File: src/rtl/lsu_pkg.sv
// -----------------------------------------------------------------------------
// lsu_pkg: shared definitions for the MEM-stage load/store unit.
//   - LS_* opcodes (4-bit) carried on lsop_i
//   - FSM state encoding and access-size classification
//   - lane_sel():     byte-enable pattern for a given size and lane offset
//   - load_extract(): picks the addressed byte/half out of a bus word and
//                     sign- or zero-extends it according to the opcode
// -----------------------------------------------------------------------------
package lsu_pkg;

  localparam logic [3:0] LS_NONE = 4'd0;
  localparam logic [3:0] LS_LB   = 4'd1;
  localparam logic [3:0] LS_LBU  = 4'd2;
  localparam logic [3:0] LS_LH   = 4'd3;
  localparam logic [3:0] LS_LHU  = 4'd4;
  localparam logic [3:0] LS_LW   = 4'd5;
  localparam logic [3:0] LS_LL   = 4'd6;
  localparam logic [3:0] LS_SB   = 4'd7;
  localparam logic [3:0] LS_SH   = 4'd8;
  localparam logic [3:0] LS_SW   = 4'd9;
  localparam logic [3:0] LS_SC   = 4'd10;

  typedef enum logic {
    ST_IDLE = 1'b0,
    ST_WAIT = 1'b1
  } lsu_state_e;

  typedef enum logic [1:0] {
    SZ_NONE,
    SZ_BYTE,
    SZ_HALF,
    SZ_WORD
  } lsu_size_e;

  // Unknown opcodes classify as SZ_NONE and therefore behave like LS_NONE.
  function automatic lsu_size_e op_size(input logic [3:0] op);
    case (op)
      LS_LB, LS_LBU, LS_SB:               return SZ_BYTE;
      LS_LH, LS_LHU, LS_SH:               return SZ_HALF;
      LS_LW, LS_LL, LS_SW, LS_SC:         return SZ_WORD;
      default:                            return SZ_NONE;
    endcase
  endfunction

  function automatic logic op_is_load(input logic [3:0] op);
    return op inside {LS_LB, LS_LBU, LS_LH, LS_LHU, LS_LW, LS_LL};
  endfunction

  function automatic logic op_is_store(input logic [3:0] op);
    return op inside {LS_SB, LS_SH, LS_SW, LS_SC};
  endfunction

  // b and h are the already endian-adjusted byte and half lane indices.
  function automatic logic [3:0] lane_sel(input lsu_size_e sz,
                                          input logic [1:0] b,
                                          input logic h);
    case (sz)
      SZ_BYTE: return 4'b0001 << b;
      SZ_HALF: return 4'b0011 << {h, 1'b0};
      SZ_WORD: return 4'b1111;
      default: return 4'b0000;
    endcase
  endfunction

  function automatic logic [31:0] load_extract(input logic [3:0]  op,
                                               input logic [31:0] rdata,
                                               input logic [1:0]  b,
                                               input logic        h);
    logic [7:0]  byte_v;
    logic [15:0] half_v;
    byte_v = 8'(rdata >> {b, 3'b000});
    half_v = 16'(rdata >> {h, 4'b0000});
    case (op)
      LS_LB:   return {{24{byte_v[7]}}, byte_v};
      LS_LBU:  return {24'd0, byte_v};
      LS_LH:   return {{16{half_v[15]}}, half_v};
      LS_LHU:  return {16'd0, half_v};
      default: return rdata;
    endcase
  endfunction

endpackage

File: src/rtl/mem_lsu_if.sv
// -----------------------------------------------------------------------------
// mem_lsu_if: request/acknowledge data bus between the MEM stage and memory.
//   master (LSU side):    drives bus_req_o, bus_we_o, bus_addr_o, bus_sel_o,
//                         bus_wdata_o; samples bus_rdata_i, bus_ack_i
//   slave (memory side):  the mirror image
// bus_ack_i completes a transfer in the cycle it is high while bus_req_o is high.
// -----------------------------------------------------------------------------
interface mem_lsu_if #(
  parameter int ADDR_W = 32
);
  logic              bus_req_o;
  logic              bus_we_o;
  logic [ADDR_W-1:0] bus_addr_o;
  logic [3:0]        bus_sel_o;
  logic [31:0]       bus_wdata_o;
  logic [31:0]       bus_rdata_i;
  logic              bus_ack_i;

  modport master (
    output bus_req_o, bus_we_o, bus_addr_o, bus_sel_o, bus_wdata_o,
    input  bus_rdata_i, bus_ack_i
  );

  modport slave (
    input  bus_req_o, bus_we_o, bus_addr_o, bus_sel_o, bus_wdata_o,
    output bus_rdata_i, bus_ack_i
  );
endinterface

File: src/rtl/lsu_align.sv
// -----------------------------------------------------------------------------
// lsu_align: purely combinational lane logic for the load/store unit.
//   op, addr_lo  : opcode and low two address bits of the access
//   st_data      : store data, replicated onto all lanes in wdata
//   rdata        : raw bus read word, formatted into ld_data
//   is_mem/is_load/is_store : opcode classification
//   misalign     : half access on odd address, word access not 4-aligned
//   sel          : byte-lane enables (BIG_ENDIAN mirrors the lane index)
// -----------------------------------------------------------------------------
module lsu_align
  import lsu_pkg::*;
#(
  parameter int BIG_ENDIAN = 0
) (
  input  logic [3:0]  op,
  input  logic [1:0]  addr_lo,
  input  logic [31:0] st_data,
  input  logic [31:0] rdata,
  output logic        is_mem,
  output logic        is_load,
  output logic        is_store,
  output logic        misalign,
  output logic [3:0]  sel,
  output logic [31:0] wdata,
  output logic [31:0] ld_data
);

  localparam logic [1:0] LANE_FLIP = (BIG_ENDIAN != 0) ? 2'b11 : 2'b00;

  lsu_size_e  sz;
  logic [1:0] b;
  logic       h;

  assign sz       = op_size(op);
  assign b        = addr_lo ^ LANE_FLIP;
  assign h        = addr_lo[1] ^ LANE_FLIP[1];
  assign is_mem   = (sz != SZ_NONE);
  assign is_load  = op_is_load(op);
  assign is_store = op_is_store(op);
  assign misalign = ((sz == SZ_HALF) && addr_lo[0]) ||
                    ((sz == SZ_WORD) && (addr_lo != 2'b00));
  assign sel      = lane_sel(sz, b, h);
  assign ld_data  = load_extract(op, rdata, b, h);

  // Narrow stores are replicated so the slave can take the data from any lane.
  always_comb begin
    case (sz)
      SZ_BYTE: wdata = {4{st_data[7:0]}};
      SZ_HALF: wdata = {2{st_data[15:0]}};
      default: wdata = st_data;
    endcase
  end

endmodule

File: src/rtl/mem_lsu.sv
// -----------------------------------------------------------------------------
// mem_lsu: MEM pipeline stage with load/store unit.
//   clk, rst            : clock, synchronous active-high reset
//   valid_i, lsop_i     : live instruction and its load/store opcode
//   w_reg_addr_i, we_i, w_data_i : write-back triple (store data for stores)
//   mem_addr_i          : effective address
//   flush_i             : pipeline flush (kills IDLE op, marks WAIT op dead)
//   w_reg_addr_o, we_o, w_data_o : write-back triple to MEM/WB
//   stall_req_o         : hold the pipeline while a transfer is outstanding
//   misalign_o          : address-error exception request
//   bus_err_o           : one-cycle pulse when the bus never acknowledged
//   bus                 : request/acknowledge data bus (master side)
// ALU ops pass straight through. Memory ops are issued from the live inputs;
// if not acknowledged in that cycle the op is captured and replayed from the
// captured copy in WAIT until ack or timeout.
// -----------------------------------------------------------------------------
module mem_lsu
  import lsu_pkg::*;
#(
  parameter int ADDR_W      = 32,
  parameter int REG_ADDR_W  = 5,
  parameter int BIG_ENDIAN  = 0,
  parameter int ACK_TIMEOUT = 15
) (
  input  logic                  clk,
  input  logic                  rst,
  input  logic                  valid_i,
  input  logic [3:0]            lsop_i,
  input  logic [REG_ADDR_W-1:0] w_reg_addr_i,
  input  logic                  we_i,
  input  logic [31:0]           w_data_i,
  input  logic [ADDR_W-1:0]     mem_addr_i,
  input  logic                  flush_i,
  output logic [REG_ADDR_W-1:0] w_reg_addr_o,
  output logic                  we_o,
  output logic [31:0]           w_data_o,
  output logic                  stall_req_o,
  output logic                  misalign_o,
  output logic                  bus_err_o,
  mem_lsu_if.master             bus
);

  localparam int TW = $clog2(ACK_TIMEOUT + 1);

  lsu_state_e            state;
  logic                  llbit;
  logic [TW-1:0]         tcnt;
  logic                  flushed;

  logic [3:0]            lat_op;
  logic [ADDR_W-1:0]     lat_addr;
  logic [31:0]           lat_data;
  logic [REG_ADDR_W-1:0] lat_reg;

  logic                  in_idle;
  logic [3:0]            cur_op;
  logic [ADDR_W-1:0]     cur_addr;
  logic [31:0]           cur_data;
  logic [REG_ADDR_W-1:0] cur_reg;

  logic                  is_mem, is_load, is_store, misalign;
  logic [3:0]            sel;
  logic [31:0]           wdata, ld_data;

  logic                  sc_fail, timeout, suppress;
  logic                  complete, go_wait, ll_set, ll_clr;

  assign in_idle  = (state == ST_IDLE);

  // In IDLE the op comes from the live inputs (a flush kills it outright);
  // in WAIT the stage replays the captured copy since the pipeline is frozen.
  assign cur_op   = in_idle ? ((valid_i && !flush_i) ? lsop_i : LS_NONE) : lat_op;
  assign cur_addr = in_idle ? mem_addr_i   : lat_addr;
  assign cur_data = in_idle ? w_data_i     : lat_data;
  assign cur_reg  = in_idle ? w_reg_addr_i : lat_reg;

  // SC only consults the link bit at issue; once in WAIT it must finish.
  assign sc_fail  = in_idle && (cur_op == LS_SC) && !llbit;
  assign timeout  = !in_idle && (tcnt == TW'(ACK_TIMEOUT));
  assign suppress = !in_idle && (flushed || flush_i);

  lsu_align #(
    .BIG_ENDIAN (BIG_ENDIAN)
  ) u_align (
    .op       (cur_op),
    .addr_lo  (cur_addr[1:0]),
    .st_data  (cur_data),
    .rdata    (bus.bus_rdata_i),
    .is_mem   (is_mem),
    .is_load  (is_load),
    .is_store (is_store),
    .misalign (misalign),
    .sel      (sel),
    .wdata    (wdata),
    .ld_data  (ld_data)
  );

  // NOTE: every signal assigned here gets a default first so no path can
  // leave it unassigned and infer a latch.
  always_comb begin
    w_reg_addr_o    = '0;
    we_o            = 1'b0;
    w_data_o        = '0;
    stall_req_o     = 1'b0;
    misalign_o      = 1'b0;
    bus_err_o       = 1'b0;
    bus.bus_req_o   = 1'b0;
    bus.bus_we_o    = 1'b0;
    bus.bus_addr_o  = '0;
    bus.bus_sel_o   = '0;
    bus.bus_wdata_o = '0;
    complete        = 1'b0;
    go_wait         = 1'b0;
    ll_set          = 1'b0;
    ll_clr          = 1'b0;

    if (!rst) begin
      w_reg_addr_o = cur_reg;
      w_data_o     = cur_data;
      if (!is_mem) begin
        we_o = in_idle && valid_i && !flush_i && we_i;
      end else if (misalign) begin
        misalign_o = 1'b1;
      end else if (sc_fail) begin
        w_data_o = '0;
        we_o     = 1'b1;
      end else begin
        bus.bus_req_o   = 1'b1;
        bus.bus_we_o    = is_store;
        bus.bus_addr_o  = {cur_addr[ADDR_W-1:2], 2'b00};
        bus.bus_sel_o   = sel;
        bus.bus_wdata_o = wdata;
        if (bus.bus_ack_i) begin
          // Ack wins over a same-cycle timeout.
          complete = 1'b1;
          if (is_load)                w_data_o = ld_data;
          else if (cur_op == LS_SC)   w_data_o = 32'd1;
          we_o   = (is_load || (cur_op == LS_SC)) && !suppress;
          ll_set = (cur_op == LS_LL) && !suppress;
          ll_clr = (cur_op == LS_SC);
        end else if (timeout) begin
          complete      = 1'b1;
          bus.bus_req_o = 1'b0;
          bus_err_o     = !suppress;
        end else begin
          stall_req_o = 1'b1;
          go_wait     = in_idle;
        end
      end
    end
  end

  // NOTE: sequential state uses non-blocking assignments so every register
  // samples the pre-edge values regardless of statement order.
  always_ff @(posedge clk) begin
    if (rst) begin
      state   <= ST_IDLE;
      llbit   <= 1'b0;
      tcnt    <= '0;
      flushed <= 1'b0;
    end else begin
      if (flush_i)     llbit <= 1'b0;
      else if (ll_set) llbit <= 1'b1;
      else if (ll_clr) llbit <= 1'b0;

      case (state)
        ST_IDLE: begin
          if (go_wait) begin
            state   <= ST_WAIT;
            tcnt    <= TW'(1);
            flushed <= 1'b0;
          end
        end
        ST_WAIT: begin
          if (complete) begin
            state   <= ST_IDLE;
            tcnt    <= '0;
            flushed <= 1'b0;
          end else begin
            tcnt <= tcnt + TW'(1);
            if (flush_i) flushed <= 1'b1;
          end
        end
        default: state <= ST_IDLE;
      endcase
    end
  end

  // NOTE: the captured op fields are datapath only; they are read solely in
  // WAIT, which is always entered through a capture, so they need no reset.
  always_ff @(posedge clk) begin
    if (go_wait) begin
      lat_op   <= cur_op;
      lat_addr <= cur_addr;
      lat_data <= cur_data;
      lat_reg  <= cur_reg;
    end
  end

endmodule

File: src/flat_wrapper.sv
// flat-port wrapper written by rule: the top's interface ports become plain ports
module mem_lsu_flat import lsu_pkg::*;
#(
  parameter int ADDR_W      = 32,
  parameter int REG_ADDR_W  = 5,
  parameter int BIG_ENDIAN  = 0,
  parameter int ACK_TIMEOUT = 15
)
  (clk, rst, valid_i, lsop_i, w_reg_addr_i, we_i, w_data_i, mem_addr_i, flush_i, w_reg_addr_o, we_o, w_data_o, stall_req_o, misalign_o, bus_err_o, bus_bus_req_o, bus_bus_we_o, bus_bus_addr_o, bus_bus_sel_o, bus_bus_wdata_o, bus_bus_rdata_i, bus_bus_ack_i);
  mem_lsu_if #(.ADDR_W(ADDR_W)) bus_i ();
  input  logic clk;
  input  logic rst;
  input  logic valid_i;
  input  logic [3:0] lsop_i;
  input  logic [REG_ADDR_W-1:0] w_reg_addr_i;
  input  logic we_i;
  input  logic [31:0] w_data_i;
  input  logic [ADDR_W-1:0] mem_addr_i;
  input  logic flush_i;
  output logic [REG_ADDR_W-1:0] w_reg_addr_o;
  output logic we_o;
  output logic [31:0] w_data_o;
  output logic stall_req_o;
  output logic misalign_o;
  output logic bus_err_o;
  output wire logic [$bits(bus_i.bus_req_o)-1:0] bus_bus_req_o;
  output wire logic [$bits(bus_i.bus_we_o)-1:0] bus_bus_we_o;
  output wire logic [$bits(bus_i.bus_addr_o)-1:0] bus_bus_addr_o;
  output wire logic [$bits(bus_i.bus_sel_o)-1:0] bus_bus_sel_o;
  output wire logic [$bits(bus_i.bus_wdata_o)-1:0] bus_bus_wdata_o;
  input wire logic [$bits(bus_i.bus_rdata_i)-1:0] bus_bus_rdata_i;
  input wire logic [$bits(bus_i.bus_ack_i)-1:0] bus_bus_ack_i;
  assign bus_bus_req_o = bus_i.bus_req_o;
  assign bus_bus_we_o = bus_i.bus_we_o;
  assign bus_bus_addr_o = bus_i.bus_addr_o;
  assign bus_bus_sel_o = bus_i.bus_sel_o;
  assign bus_bus_wdata_o = bus_i.bus_wdata_o;
  assign bus_i.bus_rdata_i = bus_bus_rdata_i;
  assign bus_i.bus_ack_i = bus_bus_ack_i;
  mem_lsu #(.ADDR_W(ADDR_W), .REG_ADDR_W(REG_ADDR_W), .BIG_ENDIAN(BIG_ENDIAN), .ACK_TIMEOUT(ACK_TIMEOUT)) u_core (.clk(clk), .rst(rst), .valid_i(valid_i), .lsop_i(lsop_i), .w_reg_addr_i(w_reg_addr_i), .we_i(we_i), .w_data_i(w_data_i), .mem_addr_i(mem_addr_i), .flush_i(flush_i), .w_reg_addr_o(w_reg_addr_o), .we_o(we_o), .w_data_o(w_data_o), .stall_req_o(stall_req_o), .misalign_o(misalign_o), .bus_err_o(bus_err_o), .bus(bus_i));
endmodule
File: config.mk
export PLATFORM = sky130hd
export DESIGN_NAME = mem_lsu_flat
export DESIGN_NICKNAME = d
export VERILOG_FILES = /design/src/rtl/lsu_pkg.sv /design/src/rtl/mem_lsu_if.sv /design/src/rtl/lsu_align.sv /design/src/rtl/mem_lsu.sv /design/src/flat_wrapper.sv
export SDC_FILE = /design/constraint.sdc
export NUM_CORES = 1
export LEC_CHECK = 0
export BUFFER_PORTS_ARGS = -buffer_cell sky130_fd_sc_hd__clkbuf_2
export CAP_MARGIN = 20
export CORE_MARGIN = 2
export CORE_UTILIZATION = 54
export CTS_CLUSTER_SIZE = 20
export DETAILED_ROUTE_END_ITERATION = 10
export PLACE_DENSITY = 0.87
export SLEW_MARGIN = 20
export SYNTH_ARGS = -nofsm -noshare
export SYNTH_HDL_FRONTEND = slang
export SYNTH_HIERARCHICAL = 1
export SYNTH_SLANG_ARGS = --single-unit
File: constraint.sdc
create_clock -name clk -period 17.5 [get_ports clk]
set_clock_uncertainty 0.15 [all_clocks]
set_input_delay 3.5 -clock clk [delete_from_list [all_inputs] [get_ports clk]]
set_output_delay 3.5 -clock clk [all_outputs]
set_load 0.01 [all_outputs]
==> reports/results.txt, run 1 <==
CTS Buffer Depth - 2
Async SR Flop Fraction - 0
Sum Neg Setup Slack - 0 ns
Internal power - 0.000637 W
WHS Path Cells - 2
CP Data Arrival Time - 7.55 ns
Detailed-route wire length per cell - 19.4 um
RSZ-0062 raised after global routing - no
Core outline area - 0.0107 mm2
Clock-pin slew on the worst setup and hold paths - 0.08 ns
Pin count of the biggest net entering global routing - 73
DR iter-0 viols - 519
Worst Path Max Fanout - 19
Sequential power share - 0.240
Avg Cell Area, Syn - 10.7 um2
Peak Freq - 0.0893 GHz
Worst Hold Class - register to register
CTS tree - done
Dpl cell area - 0.00691 mm2
Synth area leader - edfxtp_1
Final period util - 0.640
Worst VDD drop - 0.0000821 V
Endpoints failing setup - 0
CP Class - input port to output pin
Root buffer cell - clkbuf_8
Die Wd - 108 um
Leak - 3.24 nW
Synth top area share - 0.372
Slew headroom - 0.399
Initial Util - 0.549
Drt drc - 0
Die Y-Extent - 108 um
Net Sw Power - 0.000510 W
Share of layout cells above drive strength 1 - 0.458
Syn. warnings - 6
FF-to-FF path depth - 14
Total gr overflow - 0
Routability congestion estimate - 0.917
PwrDens - 161 mW/mm2
Io pins - 222
CP Launch Type - input port
Cell Area, Synth - 0.00589 mm2
DP HPWL - 12,700 um
Count of cell types in the netlist - 59
Tot GR Track Use - 0.283
Final Instance Area - 0.00714 mm2
Routed wire length - 17,100 um
DR vias - 5,249
Top FF cell, synth - edfxtp_1
Routed Antenna Nets - 0
Critical Path RT - 13.85 ns
Switching Fraction - 0.445
CP Capture Type - output pin
Die area - 0.0118 mm2
Post-synthesis cell count - 549
First-pass GRT wire length - 25,100 um
Max_cap viols - 0
Seq/Total Area, Yosys - 0.396
Antenna cells - 0
DR pass1 iterations - 6
Most frequent cells in the layout - clkbuf_2 (219), and2_1 (75), edfxtp_1 (73), mux2_2 (70), a22o_1 (39)
Most common library cell in the layout ignoring fill and taps - clkbuf_2
Worst-skew pair later-pin latency - 0.36 ns
TritonCTS buffer count - 9
H-tree lvl count - 3
Layout area overhead - 21.2%
Final Hold Viols - 0
Post-synthesis register bit count - 80
Area contributors post-synth - edfxtp_1 (37%), mux2_2 (13%), and2_1 (8.0%)
Outcome - complete, no violations
Antenna violations before repair - 0
Slew Viols, Final - 0
Clk sinks - 80
Setup repair bufs after CTS - 0
Post-CTS Resized - 0
DR vias/cell - 5.98
# hold bufs at CTS - 0
Period minus WS final - 11.20 ns
Vias in the first global route - 4,893
IO Port Bufs - 219
Row count - 38
Clock power frac - 0.120
Post-synth EDFFs - 73
Nets - 856
Slew @ Worst Pin - 0.902 ns
Comb power frac - 0.640
-- cell families after synthesis --
group / share of synthesized area
compound gates: 0.179
xor+xnor: 0.00149
simple gates: 0.164
mux: 0.170
flops: 0.396
other cells: 0.000636
buf+inv: 0.0637
fa+ha+maj: 0.0255
-- power by group through the flow --
stage	Clock (W)	Combinational (W)	Sequential (W)
floorplan	0	0.000535	0.000276
global placement	0	0.000706	0.000278
detailed placement	0	0.000716	0.000280
CTS	0.000139	0.000719	0.000275
global route	0.000148	0.000792	0.000279
finish	0.000138	0.000734	0.000276
-- area by class of cell --
cell class | instances | area (um2)
clock buffers | 11 | 131
clock inverters | 5 | 57.6
fillers | 881 | 3600
inverters | 16 | 60.1
multi-input cells | 400 | 3210
flip-flops and latches | 80 | 2340
well taps | 140 | 175
repair buffers | 226 | 1170
-- routing by layer --
metal	track usage	part of all wire	vias to the layer above	wire length (um)
met5	0	0	-	0
met4	0.0852	0.024	0	413
met3	0.0639	0.10	37	1760
met2	0.470	0.48	319	8190
met1	0.369	0.39	2480	6690
li1	-	-	2413	-
-- per-stage QoR --
| step | setup slack (ns) | hold WS (ns) | power (W) | std cells | utilization |
|---|---|---|---|---|---|
| after floorplan | 5.91 | 0.295 | 0.000811 | 550 | - |
| after global placement | 6.27 | 0.316 | 0.000984 | 860 | 0.643 |
| after detailed placement | 6.16 | 0.328 | 0.000996 | 860 | 0.643 |
| after CTS | 6.15 | 0.342 | 0.00113 | 876 | 0.661 |
| after global routing | 6.03 | 0.368 | 0.00122 | 878 | 0.665 |
| final | 6.30 | 0.339 | 0.00115 | 878 | 0.665 |
-- synthesized netlist by cell type, types with 12 or more instances --
cell type,number
nand2_1,21
and2_1,75
clkbuf_1,20
mux2_2,70
o21ai_0,14
edfxtp_1,73
inv_1,16
ha_1,12
a22o_1,39
a21oi_1,16
a21o_1,18
nor2_1,26
-- critical path, cell delays in order --
cell and delay, ns:
clkbuf_2 0.17, and4bb_2 0.27, or2_2 0.34, ha_1 0.25, nor3b_1 0.18, or2_2 0.31, ha_1 0.34, o21ai_0 0.20
o21ai_0 0.15, nor2b_1 0.36, nand2_1 0.24, nor3_4 0.64, buf_6 0.26, a22o_1 0.19, clkbuf_2 0.14
-- worst paths after layout --
check                                    start                   to  slack [ns]
worst min-delay path            u_core/tcnt[1]       u_core/tcnt[1]        0.34
worst max register to register    u_core/state  u_core/lat_data[21]       12.54
worst min register to register  u_core/tcnt[1]       u_core/tcnt[1]        0.34
worst max-delay path                   flush_i          w_data_o[9]        6.30
Power figures use the tool's default switching activity.
==> run 2, diff against run 1 <==
--- a/config.mk
+++ b/config.mk
@@ -5,13 +5,14 @@
 export SDC_FILE = /design/constraint.sdc
 export NUM_CORES = 1
 export LEC_CHECK = 0
+export ABC_AREA = 1
 export BUFFER_PORTS_ARGS = -buffer_cell sky130_fd_sc_hd__clkbuf_2
 export CAP_MARGIN = 20
 export CORE_MARGIN = 2
-export CORE_UTILIZATION = 54
+export CORE_UTILIZATION = 53
 export CTS_CLUSTER_SIZE = 20
 export DETAILED_ROUTE_END_ITERATION = 10
-export PLACE_DENSITY = 0.87
+export PLACE_DENSITY = 0.83
 export SLEW_MARGIN = 20
 export SYNTH_ARGS = -nofsm -noshare
 export SYNTH_HDL_FRONTEND = slang
==> constraint.sdc (replaced) <==
create_clock -name clk -period 10.8 [get_ports clk]
set_clock_uncertainty 0.15 [all_clocks]
set_input_delay 2.16 -clock clk [delete_from_list [all_inputs] [get_ports clk]]
set_output_delay 2.16 -clock clk [all_outputs]
set_load 0.01 [all_outputs]
==> run 2 against run 1 <==
Flip-flop and latch count stayed put. Final cell count grew 63%. Clock power increased by 120%. Sequential power up 38%. Combinational power shrank 15%. Sequential share of layout area is 4.4 points lower. Via count increased by 46%. Worst setup slack lost 3.5 ns. Count of clock-buffer cells in the layout fell by 2. Utilization decreased by 3.4 points. Wire length grew 25%. Global-route usage rose by 0.71 points. Critical path type unchanged. Largest cell class unchanged. Largest power group unchanged. Highest routed layer unchanged.
==> reports/results.txt, run 2 <==
Outcome - complete, no violations
Dpl cell area - 0.00795 mm2 (+15%)
Clock power frac - 0.232 (+0.112)
DR pass1 iterations - 6 (unchanged)
Slew headroom - 0.362 (-0.0366)
CP Launch Type - input port
Layout area overhead - 17.9%
Post-layout util - 0.631 (-0.0337)
Post-synthesis cell count - 1,095 (+99%)
Synth area leader - edfxtp_1
Io pins - 222 (unchanged)
CP Cell Sequence - clkbuf_2 -> nor2_2 -> nand3_1 -> nand2_1 -> inv_1 -> ha_1 -> inv_1 -> o22ai_1 -> inv_1 -> ha_1 -> o21ai_1 -> o22ai_1 -> inv_1 -> nor2_1 -> clkbuf_2
Slowest cell on the critical path - ha_1
Vias in the first global route - 6,561 (+34%)
# hold bufs at CTS - 0 (unchanged)
CP Class - input port to output pin
CP Capture Type - output pin
Syn. warnings - 6 (unchanged)
Worst r2r src - u_core/state
Endpoints failing setup - 0 (unchanged)
DR vias - 7,689 (+46%)
Detailed-route wire length per cell - 14.9 um (-23%)
Critical Path RT - 8.49 ns (-5.36 ns)
TritonCTS buffer count - 9 (unchanged)
Leak - 4.39 nW (+36%)
CTS Buffer Depth - 2 (unchanged)
Cell Area, Synth - 0.00700 mm2 (+19%)
Crit path top cell by count - inv_1
Antenna cells - 0 (unchanged)
DR vias/cell - 5.37 (-10%)
Row count - 42 (+11%)
Net Sw Power - 0.000555 W (+8.7%)
Post-synthesis register bit count - 80 (unchanged)
CTS tree - done
Top cells by count, synth - nand2_1 (359), inv_1 (128), nand3_1 (87)
PwrDens - 158 mW/mm2 (-1.5%)
Synth top area share - 0.313 (-0.0589)
RSZ-0062 raised after global routing - no
Switching Fraction - 0.425 (-0.0202)
Worst-skew pair later-pin latency - 0.34 ns (-0.02 ns)
H-tree lvl count - 3 (unchanged)
Nets - 1,374 (+61%)
Pre-CTS WS - 2.41 ns (-3.75 ns)
Routability congestion estimate - 0.943 (+2.9%)
Fillers - 1,234 (+40%)
Worst VDD drop - 0.000120 V (+46%)
Routed Antenna Nets - 0 (unchanged)
Sum Neg Setup Slack - 0 ns (unchanged)
Comb power frac - 0.475 (-0.165)
Post-synth EDFFs - 73 (unchanged)
Top FF cell, synth - edfxtp_1
Area contributors post-synth - edfxtp_1 (31%), nand2_1 (19%), inv_1 (6.9%)
Root buffer cell - clkbuf_16
CP max stage delay - 0.88 ns (+0.24 ns)
Total gr overflow - 0 (unchanged)
Most common cell in the netlist - nand2_1
Die area - 0.0142 mm2 (+20%)
Reg2Reg Setup Slack - 5.72 ns (-6.82 ns)
First-pass GRT wire length - 33,200 um (+32%)
CP Data Arrival Time - 5.68 ns (-1.87 ns)
Period minus WS final - 7.99 ns
Worst setup margin - 2.81 ns (-3.50 ns)
Max_cap viols - 0 (unchanged)
DR iter-0 viols - 934 (+80%)
Internal power - 0.000752 W (+18%)
Final Hold Viols - 0 (unchanged)
Initial Util - 0.535 (-0.0133)
FF-to-FF path depth - 18 (+4)
Routed wire length - 21,400 um (+25%)
Hold path endpoint - u_core/llbit
Seq/Total Area, Yosys - 0.333 (-0.0627)
Slew @ Worst Pin - 0.957 ns (+0.0550 ns)
Final period util - 0.740
Setup repair bufs after CTS - 0 (unchanged)
WHS Path Cells - 2 (unchanged)
Slew Viols, Final - 0 (unchanged)
Worst Hold Class - register to register
Die Y-Extent - 119 um (+9.7%)
IO Port Bufs - 219 (unchanged)
Die Wd - 119 um (+9.7%)
Most frequent cells in the layout - nand2_1 (359), clkbuf_2 (219), inv_1 (126), nand3_1 (87), nor2_1 (85)
Core outline area - 0.0131 mm2 (+22%)
Worst Path Max Fanout - 33 (+14)
Antenna violations before repair - 0 (unchanged)
DP HPWL - 15,200 um (+20%)
Worst hold path startpoint - u_core/llbit
Avg Cell Area, Syn - 6.40 um2 (-40%)
Post-CTS Resized - 0 (unchanged)
Worst r2r dst - u_core/lat_data[3]
Sequential power share - 0.293 (+0.053)
Peak Freq - 0.125 GHz
Pin count of the biggest net entering global routing - 82 (+12%)
Async SR Flop Fraction - 0 (unchanged)
Count of cell types in the netlist - 33 (-44%)
Tot GR Track Use - 0.290 (+0.00712)
Drt drc - 0 (unchanged)
Share of layout cells above drive strength 1 - 0.245 (-0.213)
Most common library cell in the layout ignoring fill and taps - nand2_1
Clock-pin slew on the worst setup and hold paths - 0.06 ns (-0.02 ns)
Clk sinks - 80 (unchanged)
Final Instance Area - 0.00826 mm2 (+16%)
run 2: cell types whose count changed in the layout (fill, tap and decap cells not counted), moves of 68 or more:
cell,previous run,this run
inv_1,16,126
nand2_1,21,359
and2_1,75,0
nand3_1,3,87
o21ai_0,14,82
mux2_2,70,0
run 2: cell families after synthesis:
family	Yosys count	synth area share
AO/OA/AOI/OAI	152	0.112
flip-flops	80	0.333
AND/OR/NAND/NOR	633	0.399
XOR/XNOR	1	0.00125
buffers and inverters	216	0.133
adder cells (fa/ha/maj)	12	0.0214
other	1	0.000535
run 2: worst max-delay path, delay by kind of cell:
kind | cells | cell delay, ns
AOI/OAI and AO/OA | 3 | 1.05
adders and majority gates | 2 | 1.19
buffers and inverters | 6 | 0.63
and+or+nand+nor | 4 | 0.65
run 2: layout make-up:
type                       instances  area, um2  share of cell area
tap                              176        220              0.0267
timing repair buffer             226       1160               0.140
multi-input combinational        800       3750               0.454
inverter                         134        503              0.0609
sequential                        80       2330               0.283
clock buffer                       9        225              0.0273
clock inverter                     6       67.6             0.00818
run 2: per-layer routing:
layer | wire (um) | global-route usage
met1 | 8930 | 0.411
met2 | 9750 | 0.445
met3 | 2120 | 0.0527
met4 | 558 | 0.101
met5 | 0 | 0
run 2: per-stage QoR:
stage,hold slack (ns),power [W],std cells
after global routing,0.381,0.00139,1431
after detailed placement,0.335,0.000997,1415
final,0.346,0.00131,1431
after global placement,0.330,0.000989,1415
after floorplan,0.313,0.000819,1096
after CTS,0.344,0.00130,1430
run 2: worst max-delay path by stage:
stage	depth (start not counted)	start	endpoint	slack [ns]
finish	15	flush_i	bus_bus_wdata_o[22]	2.81
global placement	15	flush_i	w_data_o[24]	2.44
floorplan	18	flush_i	bus_err_o	3.85
CTS	15	flush_i	w_data_o[14]	2.39
detailed placement	17	flush_i	w_data_o[22]	2.41
global route	15	flush_i	bus_bus_wdata_o[20]	2.51
run 2: power groups by stage:
stage | combinational [W] | sequential (W) | clock, W
final | 0.000621 | 0.000382 | 0.000303
after global routing | 0.000688 | 0.000384 | 0.000320
after CTS | 0.000611 | 0.000382 | 0.000307
after detailed placement | 0.000608 | 0.000389 | 0
after global placement | 0.000602 | 0.000388 | 0
after floorplan | 0.000431 | 0.000388 | 0
